`src/rtl/rdo_pkg.sv`:
```
// Shared definitions for the RDO sample responder: FSM encoding, default
// geometry and the buffer read latency seen by the reader.
package rdo_pkg;

    typedef enum logic [1:0] {
        FILL    = 2'd0,
        READY   = 2'd1,
        ACK     = 2'd2,
        RELEASE = 2'd3
    } rdo_state_e;

    localparam int RDO_NSAMPLES_DEF  = 512;
    localparam int RDO_PRECISION_DEF = 1;
    localparam int RDO_ADD_BLEN_DEF  = 9;
    localparam int RDO_RD_LAT        = 2;

endpackage

```
`src/rtl/rdo_sample_ram.sv`:
```
// Frame buffer: simple dual-port RAM, one write port and one registered
// read port. No reset on the array or read register so it maps to block RAM.
module rdo_sample_ram #(
    parameter int DEPTH = 512,
    parameter int WIDTH = 1,
    parameter int AW    = 9
) (
    input  logic             clk_i,
    input  logic             we_i,
    input  logic [AW-1:0]    waddr_i,
    input  logic [WIDTH-1:0] wdata_i,
    input  logic [AW-1:0]    raddr_i,
    output logic [WIDTH-1:0] rdata_o
);

    logic [WIDTH-1:0] mem_q [DEPTH];
    logic [WIDTH-1:0] rdata_q;

    always_ff @(posedge clk_i) begin
        if (we_i) begin
            mem_q[waddr_i] <= wdata_i;
        end
        rdata_q <= mem_q[raddr_i];
    end

    assign rdata_o = rdata_q;

endmodule

```
`src/rtl/rdo_sample_responder.sv`:
```
// RDO readout responder: captures one frame into rdo_sample_ram and serves
// four-phase Req/Ack reads. Optional drop counter: RDO_SAMPLE_RESPONDER_DROP_CNT_EN.
//
// state   | meaning
// FILL    | capturing CAP_D into buffer[wptr]; reads stalled
// READY   | frame complete; latch a request and wait out the RAM latency
// ACK     | RDO_Ack/RDO_Q held until the reader drops RDO_Req
// RELEASE | last address read: RDO_Done pulse, frame released
module rdo_sample_responder
    import rdo_pkg::*;
#(
    parameter int NSAMPLES     = RDO_NSAMPLES_DEF,
    parameter int PRECISION    = RDO_PRECISION_DEF,
    parameter int RDO_ADD_BLEN = RDO_ADD_BLEN_DEF
) (
    input  logic                    Clock,
    input  logic                    Reset,
    input  logic [PRECISION-1:0]    CAP_D,
    input  logic                    CAP_Valid,
    input  logic [RDO_ADD_BLEN-1:0] RDO_Add,
    input  logic                    RDO_Req,
    output logic                    RDO_Ack,
    output logic [PRECISION-1:0]    RDO_Q,
    output logic                    RDO_Done,
    output logic                    FRAME_Ready
`ifdef RDO_SAMPLE_RESPONDER_DROP_CNT_EN
    ,
    output logic [15:0]             DROP_Cnt
`endif
);

    localparam logic [RDO_ADD_BLEN-1:0] LAST_ADDR = RDO_ADD_BLEN'(NSAMPLES - 1);

    rdo_state_e              state_q, state_d;
    logic [RDO_ADD_BLEN-1:0] wptr_q, wptr_d;
    logic [RDO_ADD_BLEN-1:0] addr_q, addr_d;
    logic [1:0]              lat_q, lat_d;
    logic                    busy_q, busy_d;
    logic                    ack_q, ack_d;
    logic [PRECISION-1:0]    q_q, q_d;
    logic                    done_q, done_d;
    logic                    ready_q, ready_d;
    logic                    we;
    logic [PRECISION-1:0]    rd_data;

    rdo_sample_ram #(
        .DEPTH (NSAMPLES),
        .WIDTH (PRECISION),
        .AW    (RDO_ADD_BLEN)
    ) u_ram (
        .clk_i   (Clock),
        .we_i    (we),
        .waddr_i (wptr_q),
        .wdata_i (CAP_D),
        .raddr_i (addr_q),
        .rdata_o (rd_data)
    );

    always_ff @(posedge Clock or posedge Reset) begin
        if (Reset) begin
            state_q <= FILL;
            wptr_q  <= '0;
            addr_q  <= '0;
            lat_q   <= '0;
            busy_q  <= 1'b0;
            ack_q   <= 1'b0;
            q_q     <= '0;
            done_q  <= 1'b0;
            ready_q <= 1'b0;
        end else begin
            state_q <= state_d;
            wptr_q  <= wptr_d;
            addr_q  <= addr_d;
            lat_q   <= lat_d;
            busy_q  <= busy_d;
            ack_q   <= ack_d;
            q_q     <= q_d;
            done_q  <= done_d;
            ready_q <= ready_d;
        end
    end

    always_comb begin
        state_d = state_q;
        wptr_d  = wptr_q;
        addr_d  = addr_q;
        lat_d   = lat_q;
        busy_d  = busy_q;
        ack_d   = ack_q;
        q_d     = q_q;
        done_d  = 1'b0;
        ready_d = ready_q;
        we      = 1'b0;
        case (state_q)
            FILL: begin
                if (CAP_Valid) begin
                    we     = 1'b1;
                    wptr_d = wptr_q + 1'b1;
                    if (wptr_q == LAST_ADDR) begin
                        state_d = READY;
                        ready_d = 1'b1;
                    end
                end
            end
            READY: begin
                // Down-counter covers the address latch plus the registered RAM read.
                if (busy_q) begin
                    if (lat_q == 2'd0) begin
                        busy_d  = 1'b0;
                        ack_d   = 1'b1;
                        q_d     = rd_data;
                        state_d = ACK;
                    end else begin
                        lat_d = lat_q - 2'd1;
                    end
                end else if (RDO_Req) begin
                    addr_d = RDO_Add;
                    busy_d = 1'b1;
                    lat_d  = 2'(RDO_RD_LAT - 1);
                end
            end
            ACK: begin
                if (!RDO_Req) begin
                    ack_d = 1'b0;
                    if (addr_q == LAST_ADDR) begin
                        state_d = RELEASE;
                        done_d  = 1'b1;
                        ready_d = 1'b0;
                    end else begin
                        state_d = READY;
                    end
                end
            end
            RELEASE: begin
                state_d = FILL;
            end
            default: begin
                state_d = FILL;
            end
        endcase
    end

    assign RDO_Ack     = ack_q;
    assign RDO_Q       = q_q;
    assign RDO_Done    = done_q;
    assign FRAME_Ready = ready_q;

`ifdef RDO_SAMPLE_RESPONDER_DROP_CNT_EN
    logic [15:0] drop_q, drop_d;

    always_comb begin
        drop_d = drop_q;
        if (state_q == RELEASE) begin
            drop_d = '0;
        end else if (state_q != FILL && CAP_Valid && drop_q != 16'hFFFF) begin
            drop_d = drop_q + 16'd1;
        end
    end

    always_ff @(posedge Clock or posedge Reset) begin
        if (Reset) begin
            drop_q <= '0;
        end else begin
            drop_q <= drop_d;
        end
    end

    assign DROP_Cnt = drop_q;
`endif

endmodule

```
`config.mk`:
```
export PLATFORM = sky130hd
export DESIGN_NAME = rdo_sample_responder
export DESIGN_NICKNAME = d
export VERILOG_FILES = /design/src/rtl/rdo_pkg.sv /design/src/rtl/rdo_sample_ram.sv /design/src/rtl/rdo_sample_responder.sv
export SDC_FILE = /design/constraint.sdc
export NUM_CORES = 1
export LEC_CHECK = 0
export CAP_MARGIN = 15
export CORE_UTILIZATION = 31
export DETAILED_ROUTE_END_ITERATION = 8
export HOLD_SLACK_MARGIN = 0.15
export PLACE_DENSITY = 0.52
export SLEW_MARGIN = 20
export SYNTH_ARGS = -nofsm -noshare
export SYNTH_HDL_FRONTEND = slang
export SYNTH_SLANG_ARGS = --single-unit
```
`constraint.sdc`:
```
create_clock -name Clock -period 5.85 [get_ports Clock]
set_input_delay 0.585 -clock Clock [delete_from_list [all_inputs] [get_ports Clock]]
set_output_delay 0.585 -clock Clock [all_outputs]
set_load 0.01 [all_outputs]
```
==> results.cfg, run 1 <==
[floorplanning]
die-area_um2 = 77100
rows = 100
start_util_pct = 31.5
die_x_um = 278
coreArea_um2 = 74800
die_h_um = 278
boundaryPins = 18

[clocking]
clock-root-buffer = clkbuf_16
hold_buffers = 0
cts_tree = done
cts_buffers = 57
path_clk_slew_ns = 0.06
h-tree-depth = 2
cts_max_path_buffers = 3
cts_setup_buffers = 0
clock_sinks = 540
cts.repair.resized = 0
clk_latency_ns = 0.62

[logic_synthesis]
ys_warn_count = 0
synth_area_leaders = edfxtp_1, mux4_2, nor2_1
synth-seq-cells = 540
syn_nets = 1656
syn_area_um2 = 23600
synth_top_area_share_pct = 65.2
ys_types = 60
yosysSeqAreaShare_pct = 68.2
async_flop_share_pct = 5.00
synth_area_leader_cell = edfxtp_1
synth_edf_count = 512
avgSynthCellArea_um2 = 14.4
synthCells = 1636
synth_flop_cell = edfxtp_1

[cells_and_area]
syn_to_final_growth_pct = 12.1
layout-drive-gt1-share_pct = 16.6
diodes = 0
nets = 1629
fin_area_um2 = 26400
fillCellCount = 7202

[route]
avgViaCountPerCell = 5.25
dr.pass1.iters = 5
vias = 13787
top_layer = met4
drtIter0Drc = 1417
wl_met2_um = 30400
ant_nets = 0
wl_per_cell_um = 23.7
route.met3.wl_um = 3760
wl_met1_um = 26700
wirelength_um = 62300
drcViolationCount = 0

[sta]
fmax_mhz = 266
finalHoldViolations = 0
fin_crit_ns = 3.75
setup_viol = 0
fin_skew_ns = 0.0198
slew_headroom_pct = 2.64
rsz0062_at_grt = no
slew_viol_final = 0
setup_tns_ns = 0
final.period_utilization_pct = 64.2
tightest_slew_ns = 1.46
whs_ns = 0.358

[critical_path]
critPathKind = flop to flop
rrSetupSlack_ns = 2.10
worst_path_max_delay_cell = dfrtp_4
cp-start-kind = flop
crit_required_ns = 6.36
critical_path_arrival_ns = 4.27
reg2reg_depth = 8
timing.rr.start = addr_q[1]
cp_slowest_stage_delay_ns = 1.07
cp_common_cell = nor3_1
path_cells = buf_4, mux4_2, a22o_1, a221oi_1, o22ai_1, nor3_1, nor3_1, o221a_1
r2r-end = u_ram.rdata_o
endpoint_kind = flop
critPathMaxFanout = 52

[placed_design]
placed_area_um2 = 24600
dp_hpwl_um = 34200
portBuffers = 17
place.gp.congestion = 0.777

[hold_path]
hp-class = primary input to async pin

[job]
maxCapViolCount = 0

[grt]
gr-total-overflow = 0
grt_util_all_layers_pct = 16.2
grt_max_degree = 263
grt_pass1_wl_um = 92700
grt_pass1_vias = 14224
antenna_found_initial = 0

[power]
power.density_nw_per_um2 = 422
leakage_nw = 7.83
vdd_drop_max_mv = 0.245

[outcome]
outcome = finished, final reports clean
cell type report:
type | instances | area, um^2 | area share (%)
Clock inverter | 37 | 277 | 1.05
Timing Repair Buffer | 51 | 443 | 1.68
Multi-Input combinational cell | 948 | 6850 | 25.9
Clock buffer | 68 | 1510 | 5.72
Inverter | 11 | 41.3 | 0.156
Sequential cell | 540 | 16100 | 60.9
Tap cell | 969 | 1210 | 4.59
registers in the layout, indices dropped and copies added, names as in the netlist:
register / count
u_ram.mem_q: 512
FRAME_Ready: 1
RDO_Ack: 1
u_ram.rdata_o: 1
wptr_q: 9
RDO_Done: 1
busy_q: 1
lat_q: 2
state_q: 2
RDO_Q: 1
addr_q: 9
kinds of logic after synthesis:
family | share of synthesized area (%)
AO/OA/AOI/OAI | 2.51
XOR/XNOR | 0.260
adder cells (fa/ha/maj) | 0.319
buffers and inverters | 3.06
flip-flops | 68.2
multiplexers | 14.1
AND/OR/NAND/NOR | 11.6
through the flow:
step | cells | worst slack [ns] | util [%] | power [mW]
global route | 2624 | 1.96 | 35.3 | 11.6
detailed placement | 2519 | 2.19 | 32.9 | 7.73
CTS | 2624 | 2.10 | 35.3 | 11.2
global placement | 2519 | 2.22 | 32.9 | 7.71
floorplan | 1636 | 3.56 | - | 6.68
finish | 2624 | 2.10 | 35.3 | 11.1
worst max path at each step:
stage	start	to	cells past startpoint
3_3_place_gp	addr_q[1]	u_ram.rdata_o	8
5_1_grt	addr_q[1]	u_ram.rdata_o	8
6_report	addr_q[1]	u_ram.rdata_o	8
3_5_place_dp	addr_q[1]	u_ram.rdata_o	8
4_1_cts	addr_q[1]	u_ram.rdata_o	8
2_1_floorplan	addr_q[1]	u_ram.rdata_o	10
synth_stat cells, drive strengths merged (4+ instances only):
| master | n |
|---|---|
| edfxtp | 512 |
| xnor2 | 6 |
| nor3 | 10 |
| nor2 | 532 |
| o22ai | 4 |
| dfrtp | 27 |
| mux2i | 34 |
| buf | 35 |
| nor2b | 10 |
| nand2 | 67 |
| nand3 | 30 |
| mux2 | 16 |
| a31oi | 4 |
| clkbuf | 102 |
| nand2b | 5 |
| o21ai | 17 |
| a211oi | 4 |
| mux4 | 123 |
| a22oi | 21 |
| nor3b | 4 |
| inv | 11 |
| and2 | 6 |
| ha | 6 |
| a221oi | 4 |
| a21oi | 11 |
power by group:
part	leakage, nW	switching (mW)	total [mW]	internal [mW]
combinational	2.01	1.80	3.01	1.21
sequential	4.94	0.292	4.61	4.32
clock	0.877	1.51	3.52	2.00
metal layers:
layer,track usage (%),up-vias
met5,0,-
met1,21.9,7290
met2,26.9,438
met4,4.73,0
li1,-,5960
met3,2.38,99
worst max-delay path: cells and delay by family (launching register included):
family	cells	cell delay, ns
AO/OA/AOI/OAI	4	1.09
buffers and inverters	1	0.65
flip-flops	1	1.07
multiplexers	1	0.40
AND/OR/NAND/NOR	2	0.37
cell usage in the layout, fill, tap and decap left out, types with 5 or more instances in the layout:
| cell type | instances |
|---|---|
| dfrtp_1 | 24 |
| clkdlybuf4s50_1 | 16 |
| o21ai_0 | 15 |
| mux4_1 | 8 |
| nor2b_1 | 9 |
| mux2i_1 | 34 |
| xnor2_1 | 6 |
| nand2b_1 | 5 |
| nor3_1 | 10 |
| a22oi_1 | 20 |
| inv_1 | 11 |
| and2_1 | 5 |
| mux2_2 | 16 |
| clkbuf_1 | 9 |
| nand3_2 | 12 |
| mux4_2 | 115 |
| clkinv_2 | 12 |
| nor2_1 | 531 |
| clkinv_1 | 17 |
| nand3_1 | 18 |
| ha_1 | 6 |
| edfxtp_1 | 512 |
| nand2_1 | 63 |
| a21oi_1 | 11 |
| buf_4 | 33 |
| clkbuf_16 | 59 |
(Power assumes the default switching activity.)
==> run 2, diff against run 1 <==
==> constraint.sdc (replaced) <==
create_clock -name Clock -period 3.5 [get_ports Clock]
set_input_delay 0.35 -clock Clock [delete_from_list [all_inputs] [get_ports Clock]]
set_output_delay 0.35 -clock Clock [all_outputs]
set_load 0.01 [all_outputs]
==> results.cfg, run 2 (synthesized netlist as in run 1, its figures left out) <==
[floorplanning]
start_util_pct = 31.5
boundaryPins = 18
die_x_um = 278
rows = 100
coreArea_um2 = 74800
die-area_um2 = 77100
die_h_um = 278

[clocking]
h-tree-depth = 2
clk_latency_ns = 0.62
cts_tree = done
cts_max_path_buffers = 3
clock_sinks = 540
clock-root-buffer = clkbuf_16
cts_buffers = 56
path_clk_slew_ns = 0.06
cts.repair.resized = 0

[hold_path]
hp-class = primary input to async pin

[sta]
fin_skew_ns = 0.0212
whs_ns = 0.237
setup_viol = 0
fin_crit_ns = 3.04
slew_headroom_pct = 38.3
setup_tns_ns = 0
slew_viol_final = 0
tightest_slew_ns = 0.924
fmax_mhz = 329
final.period_utilization_pct = 86.7
finalHoldViolations = 0
rsz0062_at_grt = no

[cells_and_area]
largest_reg_flops = 512
nets = 1688
regMostFlops = u_ram.mem_q
seq_area_um2 = 16100
syn_to_final_growth_pct = 14.7
layout_commonest_cell = nor2_1
reg.largest.list = u_ram.mem_q x512, addr_q x9, wptr_q x9
multi_input_area_um2 = 6840
finalNonFillerCells = 2681
diodes = 0
fillCellCount = 7195
final_cell_mix = nor2_1, edfxtp_1, mux4_2, buf_4, nand2_1
layout-drive-gt1-share_pct = 19.2

[route]
wirelength_um = 64100
drcViolationCount = 0
drtIter0Drc = 1645
top_layer = met4
vias = 13976
avgViaCountPerCell = 5.21
dr.pass1.iters = 6
wl_met2_um = 30700
wl_per_cell_um = 23.9
route.met3.wl_um = 4230
wl_met1_um = 27600
ant_nets = 0

[critical_path]
cp_slowest_stage_delay_ns = 0.65
critPathMaxFanout = 26
cp_common_cell = buf_12
cp-start-kind = flop
rrSetupSlack_ns = 0.46
r2r-end = u_ram.rdata_o
reg2reg_depth = 8
critPathKind = flop to flop
endpoint_kind = flop
startpoint = addr_q[0]
worst_path_max_delay_cell = dfrtp_4
cp-endpoint = u_ram.rdata_o
crit_required_ns = 3.99
timing.rr.start = addr_q[0]
path_cells = buf_12, buf_12, mux4_2, mux2i_1, o221ai_1, a2111oi_2, nor3_1, o221a_1
critical_path_arrival_ns = 3.53

[grt]
gr-total-overflow = 0
grt_util_all_layers_pct = 16.6
grt_pass1_vias = 14099
grt_max_degree = 208
grt_pass1_wl_um = 94200
antenna_found_initial = 0

[placed_design]
place_inst = 2578
portBuffers = 17
place.gp.congestion = 0.769
dp_hpwl_um = 36200

[power]
p_sw_share_pct = 31.9
vdd_drop_max_mv = 0.417
p_seq_share_pct = 39.8
power.switching_mw = 6.10
leakage_nw = 8.17
power.density_nw_per_um2 = 708
intPower_mw = 13.0
clockPowerShare_pct = 31.2
combPwrFrac_pct = 29.0

[job]
maxCapViolCount = 0

[outcome]
outcome = finished, final reports clean
[run 2: changes by cell type in the layout (fill, tap and decap cells not counted), moves of 3 or more]
cell       change
buf_4         +47
buf_12        +12
clkbuf_1       +9
clkinv_2       -9
clkinv_1       -8
clkbuf_8       +7
clkbuf_16      -3
[run 2: power groups by stage]
stage | sequential, mW | combinational (mW) | clock [mW]
floorplan | 7.43 | 3.73 | 0
global placement | 7.74 | 5.58 | 0
detailed placement | 7.75 | 5.60 | 0
CTS | 7.62 | 5.61 | 6.09
global route | 7.64 | 5.92 | 6.32
finish | 7.62 | 5.55 | 5.98
[run 2: timing repair]
item,CTS,global route
hold endpoints to repair,28,0
setup buffers,0,0
hold buffers,1,0
[run 2: layer usage]
layer  track usage (%)  vias to the layer above
li1                  -                     6070
met1              22.8                     7363
met2              26.9                      445
met3              2.76                       98
met4              5.09                        0
met5                 0                        -
[run 2: worst min-delay path by stage]
stage	to	slack (ns)	cells after the start	startpoint
6_report	addr_q[3]	0.24	2	Reset
5_1_grt	lat_q[1]	0.29	2	Reset
4_1_cts	lat_q[0]	0.23	2	Reset
3_5_place_dp	lat_q[1]	0.50	2	lat_q[1]
3_3_place_gp	lat_q[1]	0.48	2	lat_q[1]
2_1_floorplan	FRAME_Ready	0.40	1	Reset
[run 2: final cells by class]
class                      count  share of cell area [%]
clock inverter                21                   0.930
tap                          969                    4.48
inverter                      11                   0.153
sequential                   540                    59.5
clock buffer                  81                    5.79
timing repair buffer         111                    3.87
multi-input combinational    948                    25.3
[run 2: worst max-delay path, delay by kind of cell, from the launching register on]
family	cells	cell delay, ns
mux	2	0.81
flops	1	0.65
simple gates	1	0.10
compound gates	3	0.82
buf+inv	2	0.48
[run 2: stage by stage]
step	cell area (um^2)	setup slack [ns]	util, %	total power, mW
detailed placement	25200	0.440	33.7	13.3
global placement	25200	0.443	33.7	13.3
floorplan	23600	1.21	-	11.2
CTS	27000	0.423	36.1	19.3
global route	27000	0.303	36.1	19.9
finish	27000	0.465	36.1	19.1
==> run 3, diff against run 2 <==
--- a/config.mk
+++ b/config.mk
@@ -9,7 +9,6 @@
 export CORE_UTILIZATION = 31
 export DETAILED_ROUTE_END_ITERATION = 8
 export HOLD_SLACK_MARGIN = 0.15
-export PLACE_DENSITY = 0.52
 export SLEW_MARGIN = 20
 export SYNTH_ARGS = -nofsm -noshare
 export SYNTH_HDL_FRONTEND = slang
==> results.cfg, run 3 (synthesized netlist as in run 1, its figures left out) <==
[grt]
grt_pass1_vias = 14159
gr-total-overflow = 0
grt_util_all_layers_pct = 15.7
antenna_found_initial = 2
grt_max_degree = 141
grt_pass1_wl_um = 90200

[cells_and_area]
layout-drive-gt1-share_pct = 18.8
final_cell_mix = nor2_1, edfxtp_1, mux4_2, buf_4, nand2_1
nets = 1675
reg.largest.list = u_ram.mem_q x512, addr_q x9, wptr_q x9
regMostFlops = u_ram.mem_q
fillCellCount = 7111
largest_reg_flops = 512
finalNonFillerCells = 2669
layout_commonest_cell = nor2_1
diodes = 0
fin_area_um2 = 26900
syn_to_final_growth_pct = 14.3

[route]
ant_nets = 0
drtIter0Drc = 1683
vias = 13988
drcViolationCount = 0
wl_per_cell_um = 22.7
avgViaCountPerCell = 5.24
wirelength_um = 60600
dr.pass1.iters = 5

[clocking]
hold_buffers = 0
h-tree-depth = 2
cts_tree = done
clk_latency_ns = 0.60
cts_max_path_buffers = 3
clock-root-buffer = clkbuf_16
clock_sinks = 540
cts.repair.resized = 0
cts_setup_buffers = 0
cts_buffers = 57
path_clk_slew_ns = 0.06

[critical_path]
critical_path_arrival_ns = 3.62
path_cells = buf_12, mux4_1, mux2_2, o21ai_0, o221a_2, a221oi_1, o221a_1
critPathMaxFanout = 32
cp_slowest_stage_delay_ns = 0.68
endpoint_kind = flop
cp_num_buf_inv = 1
crit_required_ns = 3.98
critPathKind = flop to flop
cp_top_family = compound AO/OA/AOI/OAI gates
worst_path_max_delay_cell = dfrtp_4
cp-start-kind = flop

[floorplanning]
die-area_um2 = 77100
rows = 100
coreArea_um2 = 74800
start_util_pct = 31.5
boundaryPins = 18
die_x_um = 278
die_h_um = 278

[sta]
final.period_utilization_pct = 89.7
fin_skew_ns = 0.0127
rsz0062_at_grt = no
setup_tns_ns = 0
slew_headroom_pct = 37.7
fmax_mhz = 318
fin_crit_ns = 3.14
tightest_slew_ns = 0.929
setup_viol = 0
finalHoldViolations = 0
slew_viol_final = 0

[power]
leakage_nw = 8.12
power.density_nw_per_um2 = 702
vdd_drop_max_mv = 0.462

[placed_design]
place_inst = 2565
placed_area_um2 = 25100
portBuffers = 17
place.gp.congestion = 0.814
dp_hpwl_um = 34400

[job]
maxCapViolCount = 0

[hold_path]
hp-class = primary input to async pin

[outcome]
outcome = finished, final reports clean
run 3: changes by cell type in the layout (fill, tap and decap cells not counted), sizes merged:
cell	delta
clkbuf	-6
inv	-3
bufinv	+1
buf	-13
dlygate4sd3	-1
clkinv	+10
run 3: routing by layer:
layer	track usage (%)	routed length, um	vias up	share of wire [%]
li1	-	-	6040	-
met1	21.1	25200	7320	42
met2	25.8	29300	539	48
met3	2.81	4560	89	7.5
met4	4.99	1540	0	2.5
met5	0	0	-	0
run 3: area by class of cell:
| class | count | area [um^2] | share of cell area, % |
|---|---|---|---|
| flip-flops and latches | 540 | 16100 | 59.7 |
| inverters | 11 | 41.3 | 0.153 |
| clock buffers | 75 | 1540 | 5.73 |
| clock inverters | 29 | 288 | 1.07 |
| repair buffers | 97 | 938 | 3.48 |
| well taps | 969 | 1210 | 4.50 |
| multi-input cells | 948 | 6840 | 25.4 |
run 3: worst register-to-register path, stage by stage, from the launching register on:
cell and delay [ns]:
dfrtp_4 0.68, buf_12 0.35, mux4_1 0.61, mux2_2 0.27, o21ai_0 0.49, o221a_2 0.29
a221oi_1 0.08, o221a_1 0.26
run 3: path summary, 6_finish.rpt:
| path | startpoint | end | slack [ns] | depth (start not counted) |
|---|---|---|---|---|
| hold reg to reg | RDO_Q | RDO_Q | 0.51 | 1 |
| max in group asynchronous | Reset | wptr_q[5] | 2.72 | 3 |
| setup / recovery | addr_q[0] | u_ram.rdata_o | 0.36 | 7 |
| min in group Clock | CAP_D | u_ram.mem_q[234] | 0.20 | 1 |
| hold / removal | Reset | lat_q[0] | 0.15 | 2 |
| setup reg to reg | addr_q[0] | u_ram.rdata_o | 0.36 | 7 |
run 3: where the power goes:
group,total (mW),internal [mW],switching [mW],leakage [nW]
Clock,5.96,3.52,2.44,0.899
Combinational,5.41,2.26,3.16,2.27
Sequential,7.53,7.22,0.313,4.94
run 3: through the flow:
| step | setup slack [ns] | total power, mW | hold WS, ns | utilization, % |
|---|---|---|---|---|
| 2_1_floorplan | 1.21 | 11.2 | 0.403 | - |
| 3_3_place_gp | 0.475 | 13.0 | 0.485 | 33.6 |
| 3_5_place_dp | 0.383 | 13.1 | 0.501 | 33.6 |
| 4_1_cts | 0.369 | 19.1 | 0.202 | 36.0 |
| 5_1_grt | 0.223 | 19.6 | 0.200 | 36.0 |
| 6_report | 0.360 | 18.9 | 0.148 | 36.0 |
